**src/rtl/arbiter_pkg.sv**
```systemverilog
// Shared constants, FSM encoding and helpers for the 4-input class arbiter.
package arbiter_pkg;

    localparam int NUM_FIFOS = 4;
    localparam int SEL_W     = 2;

    localparam logic MODE_RR   = 1'b0;
    localparam logic MODE_PRIO = 1'b1;

    typedef enum logic [1:0] {
        ST_IDLE   = 2'd0,
        ST_ACTIVE = 2'd1,
        ST_STALL  = 2'd2
    } state_t;

    // One-hot read strobe for the selected FIFO index.
    function automatic logic [NUM_FIFOS-1:0] onehot(input logic [SEL_W-1:0] idx);
        return NUM_FIFOS'(1) << idx;
    endfunction

endpackage

```
**src/rtl/rr_grant_4.sv**
```systemverilog
// Combinational grant picker: lowest index in priority mode, otherwise the
// first requester at or above rr_ptr (wrapping).
module rr_grant_4
    import arbiter_pkg::*;
(
    input  logic [NUM_FIFOS-1:0] req,
    input  logic [SEL_W-1:0]     rr_ptr,
    input  logic                 prio_mode,
    output logic [SEL_W-1:0]     grant_idx,
    output logic                 grant_v
);

    logic [SEL_W-1:0] idx;

    // Scan from the far end toward the preferred start so the nearest match wins.
    always_comb begin
        grant_idx = '0;
        grant_v   = 1'b0;
        idx       = '0;
        if (prio_mode == MODE_PRIO) begin
            for (int i = NUM_FIFOS - 1; i >= 0; i--) begin
                if (req[i]) begin
                    grant_idx = SEL_W'(i);
                    grant_v   = 1'b1;
                end
            end
        end else begin
            for (int k = NUM_FIFOS - 1; k >= 0; k--) begin
                idx = rr_ptr + SEL_W'(k);
                if (req[idx]) begin
                    grant_idx = idx;
                    grant_v   = 1'b1;
                end
            end
        end
    end

endmodule

```
**src/rtl/arbiter_4x1.sv**
```systemverilog
// Drains four per-class FIFOs into one next-stage FIFO. Grant is combinational,
// the popped word is captured two cycles after the pop and strobed downstream.
module arbiter_4x1
    import arbiter_pkg::*;
#(
    parameter int DATA_SIZE = 8
) (
    input  logic                           clk,
    input  logic                           reset,
    input  logic                           prio_mode,
    input  logic [NUM_FIFOS-1:0]           fifo_empty,
    input  logic [NUM_FIFOS*DATA_SIZE-1:0] fifo_data,
    input  logic                           dest_almost_full,
    input  logic                           dest_full,
    output logic [NUM_FIFOS-1:0]           pop,
    output logic [DATA_SIZE-1:0]           data_out,
    output logic                           valid_out,
    output logic [SEL_W-1:0]               class_out,
    output logic                           idle,
    output logic                           overflow_err
);

    state_t               state_q, state_d;
    logic [SEL_W-1:0]     rr_ptr_q, rr_ptr_d;
    logic [SEL_W-1:0]     sel_q, sel_d;
    logic                 sel_v_q, sel_v_d;
    logic [DATA_SIZE-1:0] data_out_q, data_out_d;
    logic [SEL_W-1:0]     class_out_q, class_out_d;
    logic                 valid_out_q, valid_out_d;
    logic                 overflow_q, overflow_d;

    logic                 stall;
    logic                 any_req;
    logic [NUM_FIFOS-1:0] req;
    logic [NUM_FIFOS-1:0] req_ok;
    logic [SEL_W-1:0]     grant_idx;
    logic                 grant_v;

    assign stall   = dest_almost_full | dest_full;
    assign req     = ~fifo_empty;
    assign any_req = |req;
    // Stall masks requests so no pop is issued in the cycle it rises.
    assign req_ok  = stall ? '0 : req;

    rr_grant_4 u_grant (
        .req       (req_ok),
        .rr_ptr    (rr_ptr_q),
        .prio_mode (prio_mode),
        .grant_idx (grant_idx),
        .grant_v   (grant_v)
    );

    // Gated by reset so a held-in-reset arbiter can never underflow a FIFO.
    assign pop = (reset && grant_v) ? onehot(grant_idx) : '0;

    // Pointer, two pipeline stages and the sticky overflow flag.
    always_comb begin
        rr_ptr_d    = grant_v ? grant_idx + SEL_W'(1) : rr_ptr_q;
        sel_d       = grant_idx;
        sel_v_d     = grant_v;
        valid_out_d = sel_v_q;
        data_out_d  = data_out_q;
        class_out_d = class_out_q;
        if (sel_v_q) begin
            data_out_d  = fifo_data[int'(sel_q)*DATA_SIZE +: DATA_SIZE];
            class_out_d = sel_q;
        end
        overflow_d  = overflow_q | (valid_out_q & dest_full);
    end

    // Next state: STALL beats ACTIVE beats IDLE; stay ACTIVE while the pipe drains.
    always_comb begin
        state_d = ST_ACTIVE;
        if (any_req && stall) begin
            state_d = ST_STALL;
        end else if (any_req) begin
            state_d = ST_ACTIVE;
        end else if (!sel_v_q && !valid_out_q) begin
            state_d = ST_IDLE;
        end
    end

    // All state registers; reset discards in-flight words.
    always_ff @(posedge clk or negedge reset) begin
        if (!reset) begin
            state_q     <= ST_IDLE;
            rr_ptr_q    <= '0;
            sel_q       <= '0;
            sel_v_q     <= 1'b0;
            data_out_q  <= '0;
            class_out_q <= '0;
            valid_out_q <= 1'b0;
            overflow_q  <= 1'b0;
        end else begin
            state_q     <= state_d;
            rr_ptr_q    <= rr_ptr_d;
            sel_q       <= sel_d;
            sel_v_q     <= sel_v_d;
            data_out_q  <= data_out_d;
            class_out_q <= class_out_d;
            valid_out_q <= valid_out_d;
            overflow_q  <= overflow_d;
        end
    end

    assign data_out     = data_out_q;
    assign valid_out    = valid_out_q;
    assign class_out    = class_out_q;
    assign overflow_err = overflow_q;
    assign idle         = (state_q == ST_IDLE);

endmodule
```
**config.mk**
```make
export PLATFORM = sky130hd
export DESIGN_NAME = arbiter_4x1
export DESIGN_NICKNAME = d
export VERILOG_FILES = /design/src/rtl/arbiter_pkg.sv /design/src/rtl/rr_grant_4.sv /design/src/rtl/arbiter_4x1.sv
export SDC_FILE = /design/constraint.sdc
export NUM_CORES = 1
export LEC_CHECK = 0
export CORE_MARGIN = 1
export CORE_UTILIZATION = 36
export CTS_CLUSTER_SIZE = 25
export DETAILED_ROUTE_END_ITERATION = 7
export GPL_ROUTABILITY_DRIVEN = 0
export PLACE_DENSITY = 0.78
export SYNTH_ARGS = -nofsm -noshare
export SYNTH_HDL_FRONTEND = slang
export SYNTH_SLANG_ARGS = --single-unit
export TNS_END_PERCENT = 50
```
**constraint.sdc**
```tcl
create_clock -name clk -period 1.9 [get_ports clk]
set_input_delay 0.38 -clock clk [delete_from_list [all_inputs] [get_ports clk]]
set_output_delay 0.38 -clock clk [all_outputs]
set_load 0.02 [all_outputs]
```
==> results.rst, run 1 <==
.. list-table::
   :header-rows: 1

   * - Metric
     - Value
   * - Peak fanout along the critical path
     - 8
   * - Max H-tree Level
     - 1
   * - Detailed-route DRC error count
     - 0
   * - Leakage component of the power
     - 0.000795 uW
   * - Final period utilization
     - 126%
   * - Number of standard cells in the final layout excluding fillers
     - 209
   * - Clock transition at the registers of the reported paths
     - 0.11 ns
   * - Routed Antenna Nets
     - 0
   * - Hold Violations, Final
     - 0
   * - Count of standard-cell rows
     - 20
   * - Total chip power
     - 1210 uW
   * - Core area
     - 0.00303 mm2
   * - Cell types with the largest area share after synthesis
     - sky130_fd_sc_hd__dfrtp_1 42%, sky130_fd_sc_hd__mux4_2 16%, sky130_fd_sc_hd__mux2_2 11%, sky130_fd_sc_hd__ha_1 4.4%, sky130_fd_sc_hd__o21ai_0 2.6%
   * - Violated checks
     - negative setup slack
   * - Number of max-slew violations in the final report
     - 0
   * - Synthesized area
     - 0.00114 mm2
   * - I/O pins
     - 58
   * - GRT Residual Overflow
     - 0
   * - RR Startpoint
     - rr_ptr_q[0]$_DFFE_PN0P_
   * - Required @ worst endpoint
     - 1.52 ns
   * - Routed length per placed instance
     - 15.3 um
   * - Area of the die
     - 0.00339 mm2
   * - Power per Cell Area
     - 623 mW/mm2
   * - Worst-case setup margin in the final layout
     - -0.497 ns
   * - Drt pass-1 iters
     - 6
   * - Total number of nets in the final design
     - 211
   * - Unrepaired setup endpoints after global routing
     - yes
   * - Slew of the pin with the lowest slew margin
     - 0.520 ns
   * - Number of different library cells in the post-synthesis netlist
     - 35
   * - Wire length of the first global-routing pass
     - 4.90 mm
   * - Critical path capture point type
     - primary output
   * - Number of maximum-capacitance violations
     - 0
   * - Yosys reg bits
     - 19
   * - Post-DP HPWL
     - 2.47 mm
   * - Area overhead of the layout relative to synthesis
     - 71.1%
   * - Die Width
     - 58.2 um
   * - Diodes inserted
     - 0
   * - Outcome
     - complete, but fails checks
   * - Startpoint-to-endpoint class of the critical path
     - reg2out
   * - Hold-fix buffers at CTS
     - 0
   * - Post-Synthesis Cells
     - 91
   * - Root cell of the clock tree
     - sky130_fd_sc_hd__clkbuf_4
   * - Post-synthesis async set-or-reset flop share
     - 100%
   * - Inserted Clock Buffers
     - 3
   * - Number of clock sinks seen by CTS
     - 19
   * - Global-route usage over all layers
     - 19.4%
   * - Number of nets in the synthesized netlist
     - 136
   * - FILL cells
     - 256
   * - Drt total wl
     - 3.20 mm
   * - Count of buffers inserted at the top-level ports
     - 57
   * - Die H
     - 58.2 um
   * - Synthesized area per cell
     - 12.5 um2
   * - Via count of the first global-routing pass
     - 1073
   * - Final min period
     - 2.40 ns
   * - Critical Path AT
     - 2.02 ns
   * - Number of antenna violations at the first check in global routing
     - 0
   * - Largest buffer count on any clock path
     - 2
   * - Ys flop type
     - sky130_fd_sc_hd__dfrtp_1
   * - Library cell contributing the largest single delay on the critical path
     - sky130_fd_sc_hd__dfrtp_2
   * - Hold Worst Slack
     - 0.464 ns
   * - First element of the critical path
     - rr_ptr_q[0]$_DFFE_PN0P_
   * - Maximum number of pins on one net before global-route repair
     - 20
   * - Maximum VDD drop
     - 0.215 mV
   * - Clock latency of the later-clocked register in the worst-skew pair
     - 0.29 ns
   * - HP Class
     - reg2reg
   * - Fraction of the yosys area taken by sequential cells
     - 41.8%
   * - Number of vias in the routed layout
     - 1078
   * - Most frequent standard cell in the layout excluding fill and tap cells
     - sky130_fd_sc_hd__clkdlybuf4s50_1
   * - 1st-iter DRT viols
     - 46
   * - Max-Slew Margin vs Limit
     - 65.3%
   * - Slowest cell delay on critical path
     - 0.48 ns
   * - Total setup violations reported at the end of the flow
     - 5
   * - Per-cell via count in the routed design
     - 5.16
   * - Crit-path cells
     - or3_4 -> o21bai_4 -> o21a_1 -> ha_2 -> and3_4 -> buf_6
   * - Layout cells sized above 1
     - 38.2%
   * - Largest area contributor in the synthesized netlist
     - sky130_fd_sc_hd__dfrtp_1
   * - Top achievable clock speed
     - 0.417 GHz
   * - Leading cell types in the layout, fill and taps excluded
     - 47 x sky130_fd_sc_hd__clkdlybuf4s50_1, 18 x sky130_fd_sc_hd__buf_4, 17 x sky130_fd_sc_hd__dfrtp_1
   * - Initial cell density of the core
     - 37.6%
   * - Layout Skew
     - 0.00957 ns
   * - TritonCTS clock tree
     - built
   * - Placed cell count
     - 202
   * - Number of synthesized flops with an enable pin
     - 0
   * - Post-route core utilization
     - 64.3%
   * - Synth warnings
     - 0
   * - Fraction of post-synthesis cell area in the top cell type by area
     - 41.8%
   * - Crit path launch type
     - flip-flop
   * - Post-placement worst setup slack
     - -1.16 ns
   * - Launch instance of the worst min-delay path
     - overflow_err$_DFF_PN0_
sequential cells by signal (all words and copies together), names as in the netlist:
signal	flops
rr_ptr_q	2
class_out	2
data_out	8
valid_out	1
sel_v_q	1
overflow_err	1
sel_q	2
state_q	2
worst max-delay path, delay by kind of cell, from the launching register on:
kind	cells	cell delay (ns)
buffers and inverters	1	0.11
flip-flops	1	0.48
adder cells (fa/ha/maj)	1	0.18
AO/OA/AOI/OAI	2	0.35
AND/OR/NAND/NOR	2	0.59
report_power, final:
| part | switching [uW] | internal [uW] |
|---|---|---|
| sequential | 62.6 | 467 |
| combinational | 190 | 294 |
| clock | 120 | 78.3 |
final timing paths:
check	to	slack (ns)	cells past startpoint
min	overflow_err$_DFF_PN0_	0.46	1
max	pop[3]	-0.50	6
max in group asynchronous	rr_ptr_q[1]$_DFFE_PN0P_	1.09	2
min in group asynchronous	data_out[5]$_DFFE_PN0P_	0.61	2
max reg2reg	rr_ptr_q[1]$_DFFE_PN0P_	-0.01	5
min reg2reg	overflow_err$_DFF_PN0_	0.46	1
routing by layer:
metal	vias up	GRT usage (%)	share of wire [%]
li1	498	-	-
met1	532	20.0	37
met2	46	37.1	53
met3	2	4.69	9.5
met4	0	7.82	0.69
met5	-	0	0
metrics by stage:
stage          setup TNS [ns]  cell area, um2
5_1_grt                 -2.34            1950
4_1_cts                 -1.87            1920
3_3_place_gp            -4.80            1880
3_5_place_dp            -4.99            1880
2_1_floorplan          -0.234            1160
6_report                -1.88            1950
cells in the mapped netlist (all sizes together) (2+ instances only):
library cell  count
nor2              7
mux4              8
nand3             2
mux2             11
o21a              2
a21boi            2
clkbuf            3
and3              4
nand2             2
ha                4
buf               2
o21ai             7
dfrtp            19
final cells by class:
| cell class | instances | area [um2] | share of cell area, % |
|---|---|---|---|
| repair buffers | 75 | 693 | 35.6 |
| multi-input cells | 66 | 688 | 35.4 |
| flip-flops and latches | 19 | 478 | 24.6 |
| well taps | 44 | 55.1 | 2.83 |
| clock buffers | 3 | 22.5 | 1.16 |
| clock inverters | 1 | 5.00 | 0.257 |
| inverters | 1 | 3.75 | 0.193 |
what timing repair did:
item	in CTS	in global routing
buffers inserted	3	0
pin swaps	5	5
setup endpoints to repair	5	5
resized for setup	34	9
gates cloned	0	0
cell families after synthesis:
kind of cell	synth area share, %
buffers and inverters	2.75
multiplexers	27.6
adder cells (fa/ha/maj)	4.40
AO/OA/AOI/OAI	11.1
flip-flops	41.8
AND/OR/NAND/NOR	12.3
Power figures use the tool's default switching activity.
==> inputs of run 2 (changes only) <==
--- a/config.mk
+++ b/config.mk
@@ -10,6 +10,7 @@
 export CTS_CLUSTER_SIZE = 25
 export DETAILED_ROUTE_END_ITERATION = 7
 export GPL_ROUTABILITY_DRIVEN = 0
+export GPL_TIMING_DRIVEN = 0
 export PLACE_DENSITY = 0.78
 export SYNTH_ARGS = -nofsm -noshare
 export SYNTH_HDL_FRONTEND = slang
==> run 2 against run 1 <==
Against the previous run:
- the flow still finishes with violations (negative setup slack)
- register-to-register slack better by 0.02 ns
- clock skew up 0.00069 ns
- critical path depth rose by 2
- maximum frequency is 0.46% higher
- sequential cell count unchanged
- total power decreased by 2.0%
- routed wire length fell by 10%
- clock power is essentially flat
- sequential power is 3% lower
- clock-buffer cell count stayed put
- setup slack better by 0.011 ns
- non-clock buffer count is 10 lower
- critical path type is now in2out
==> results.rst, run 2 (synthesized netlist as in run 1, its figures left out) <==
.. list-table::
   :header-rows: 1

   * - Metric
     - Value
   * - Outcome
     - complete, but fails checks
   * - Violated checks
     - negative setup slack
   * - Layout Skew
     - 0.0103 ns (+0.000689 ns)
   * - Total chip power
     - 1190 uW (-2.0%)
   * - Final period utilization
     - 126% (-0.58 points)
   * - Layout cells sized above 1
     - 32.9% (-5.3 points)
   * - Setup slack on the worst flop-to-flop path
     - 0.01 ns (+0.02 ns)
   * - Critical path capture point type
     - primary output
   * - Number of max-slew violations in the final report
     - 0 (unchanged)
   * - Placement Cell Area
     - 0.00179 mm2 (-4.5%)
   * - Met2 Track Usage GR
     - 29.9% (-7.2 points)
   * - Routed Antenna Nets
     - 0 (unchanged)
   * - Inserted Clock Buffers
     - 3 (unchanged)
   * - Critical Path AT
     - 2.01 ns (about the same)
   * - Number of vias in the routed layout
     - 1032 (-4.3%)
   * - Leading cell types in the layout, fill and taps excluded
     - 46 x sky130_fd_sc_hd__clkdlybuf4s50_1, 17 x sky130_fd_sc_hd__dfrtp_1, 11 x sky130_fd_sc_hd__mux2_2
   * - Count of buffers inserted at the top-level ports
     - 57 (unchanged)
   * - Area overhead of the layout relative to synthesis
     - 64.1%
   * - Maximum number of pins on one net before global-route repair
     - 24 (+20%)
   * - HP Class
     - in2async
   * - Total number of nets in the final design
     - 201 (-4.7%)
   * - Power per Cell Area
     - 637 mW/mm2 (+2.2%)
   * - Unrepaired setup endpoints after global routing
     - yes
   * - Met3 GRT Util
     - 4.91% (+0.22 points)
   * - Die H
     - 58.2 um (unchanged)
   * - Part of the total power dissipated in sequential elements
     - 43.1% (-0.6 points)
   * - Worst-case setup margin in the final layout
     - -0.486 ns (+0.0111 ns)
   * - Post-DP HPWL
     - 2.13 mm (-13%)
   * - I/O pins
     - 58 (unchanged)
   * - Maximum VDD drop
     - 0.232 mV (+7.9%)
   * - Number of clock sinks seen by CTS
     - 19 (unchanged)
   * - Switching power as a share of total power
     - 30.6% (-0.19 points)
   * - Largest register FFs
     - 8 (unchanged)
   * - Routed length per placed instance
     - 14.4 um (-6.0%)
   * - Hold-fix buffers at CTS
     - 0 (unchanged)
   * - Most frequent standard cell in the layout excluding fill and tap cells
     - sky130_fd_sc_hd__clkdlybuf4s50_1
   * - Total setup violations reported at the end of the flow
     - 5 (unchanged)
   * - Diodes inserted
     - 0 (unchanged)
   * - Initial cell density of the core
     - 37.6% (unchanged)
   * - Final min period
     - 2.39 ns (-0.0111 ns)
   * - Drt total wl
     - 2.86 mm (-10%)
   * - Final cell area excluding filler cells
     - 0.00187 mm2 (-4.1%)
   * - Met1 usage
     - 18.3% (-1.7 points)
   * - Area of the die
     - 0.00339 mm2 (unchanged)
   * - Count of standard-cell rows
     - 20 (unchanged)
   * - GRT Residual Overflow
     - 0 (unchanged)
   * - Drt pass-1 iters
     - 4 (-2)
   * - Slew of the pin with the lowest slew margin
     - 0.937 ns (+0.417 ns)
   * - Detailed-route DRC error count
     - 0 (unchanged)
   * - Clock transition at the registers of the reported paths
     - 0.11 ns (about the same)
   * - TritonCTS clock tree
     - built
   * - Required @ worst endpoint
     - 1.52 ns (about the same)
   * - Hold Violations, Final
     - 0 (unchanged)
   * - Core area
     - 0.00303 mm2 (unchanged)
   * - 1st-iter DRT viols
     - 25 (-46%)
   * - Number of maximum-capacitance violations
     - 0 (unchanged)
   * - Number of antenna violations at the first check in global routing
     - 0 (unchanged)
   * - Largest buffer count on any clock path
     - 2 (unchanged)
   * - Die Width
     - 58.2 um (unchanged)
   * - Max H-tree Level
     - 1 (unchanged)
   * - Root cell of the clock tree
     - sky130_fd_sc_hd__clkbuf_4
   * - Worst flop-to-flop path endpoint
     - rr_ptr_q[1]$_DFFE_PN0P_
   * - Switching power
     - 363 uW (-2.6%)
   * - Crit path launch type
     - input port
   * - Global-route usage over all layers
     - 16.9% (-2.5 points)
   * - Top achievable clock speed
     - 0.419 GHz (+0.46%)
   * - Peak fanout along the critical path
     - 5 (-3)
   * - Leakage component of the power
     - 0.000736 uW (-7.4%)
   * - Share of power burned in the clock network
     - 16.7% (+0.3 points)
   * - Internal power of the cells
     - 825 uW (-1.7%)
   * - Share of total power in combinational logic
     - 40.1% (about the same)
   * - Via count of the first global-routing pass
     - 986 (-8.1%)
   * - Busiest grt layer
     - met2
   * - Per-cell via count in the routed design
     - 5.19 (+0.54%)
   * - Max-Slew Margin vs Limit
     - 37.6% (-28 points)
   * - RR Startpoint
     - rr_ptr_q[0]$_DFFE_PN0P_
   * - Wire length of the first global-routing pass
     - 4.33 mm (-12%)
   * - Worst reg-to-reg path cell count
     - 6 (+1)
   * - Clock latency of the later-clocked register in the worst-skew pair
     - 0.30 ns (about the same)
   * - Startpoint-to-endpoint class of the critical path
     - in2out
## run 2: power by group through the flow
stage | logic (uW) | clock network (uW) | registers, uW
after global routing | 510 | 224 | 522
after detailed placement | 479 | 0 | 501
final | 477 | 199 | 512
after CTS | 474 | 209 | 510
after global placement | 465 | 0 | 497
after floorplan | 190 | 0 | 556
## run 2: worst max-delay path by stage
stage                     slack [ns]                    start     end  cells after the start
final                          -0.49            fifo_empty[0]  pop[1]                      8
after global routing           -0.55            fifo_empty[0]  pop[1]                      8
after CTS                      -0.46  rr_ptr_q[1]$_DFFE_PN0P_  pop[1]                      6
after detailed placement       -1.22                dest_full  pop[1]                      8
after global placement         -1.19                dest_full  pop[3]                      8
after floorplan                -0.08                dest_full  pop[1]                      6
## run 2: what timing repair did
item                                    in CTS  in global routing
gates resized for setup                     40                  6
hold endpoints to repair                     0                  0
pin swaps                                    5                  4
setup buffers                                4                  1
endpoints found under the setup margin       5                  5
## run 2: worst max-delay path, stage by stage
cell and delay, ns:
sky130_fd_sc_hd__dlygate4sd2_1 0.31, sky130_fd_sc_hd__inv_1 0.08, sky130_fd_sc_hd__a221o_1 0.39, sky130_fd_sc_hd__a21boi_2 0.19
sky130_fd_sc_hd__o21a_1 0.19, sky130_fd_sc_hd__ha_2 0.19, sky130_fd_sc_hd__and3_4 0.17, sky130_fd_sc_hd__buf_6 0.11
## run 2: routing by layer
layer | wire length, um | share of wire (%)
met1 | 1140 | 40
met2 | 1360 | 47
met3 | 318 | 11
met4 | 46 | 1.6
met5 | 0 | 0
## run 2: per-stage QoR
stage / hold slack (ns) / cells / utilization [%] / setup WS [ns] / setup TNS, ns
after floorplan: 0.0844 / 91 / - / -0.0800 / -0.234
after CTS: 0.355 / 198 / 61.1 / -0.458 / -1.70
after detailed placement: 0.400 / 192 / 59.1 / -1.22 / -5.18
after global routing: 0.420 / 199 / 61.7 / -0.554 / -2.11
after global placement: 0.399 / 192 / 59.1 / -1.19 / -5.06
final: 0.324 / 199 / 61.7 / -0.486 / -1.81
## run 2: layout make-up
type,instances,area [um2]
clock buffer,3,22.5
tap,44,55.1
fill,264,1160
buffer,3,18.8
timing repair buffer,62,598
clock inverter,1,5.00
sequential,19,478
inverter,1,3.75
multi-input combinational,66,686
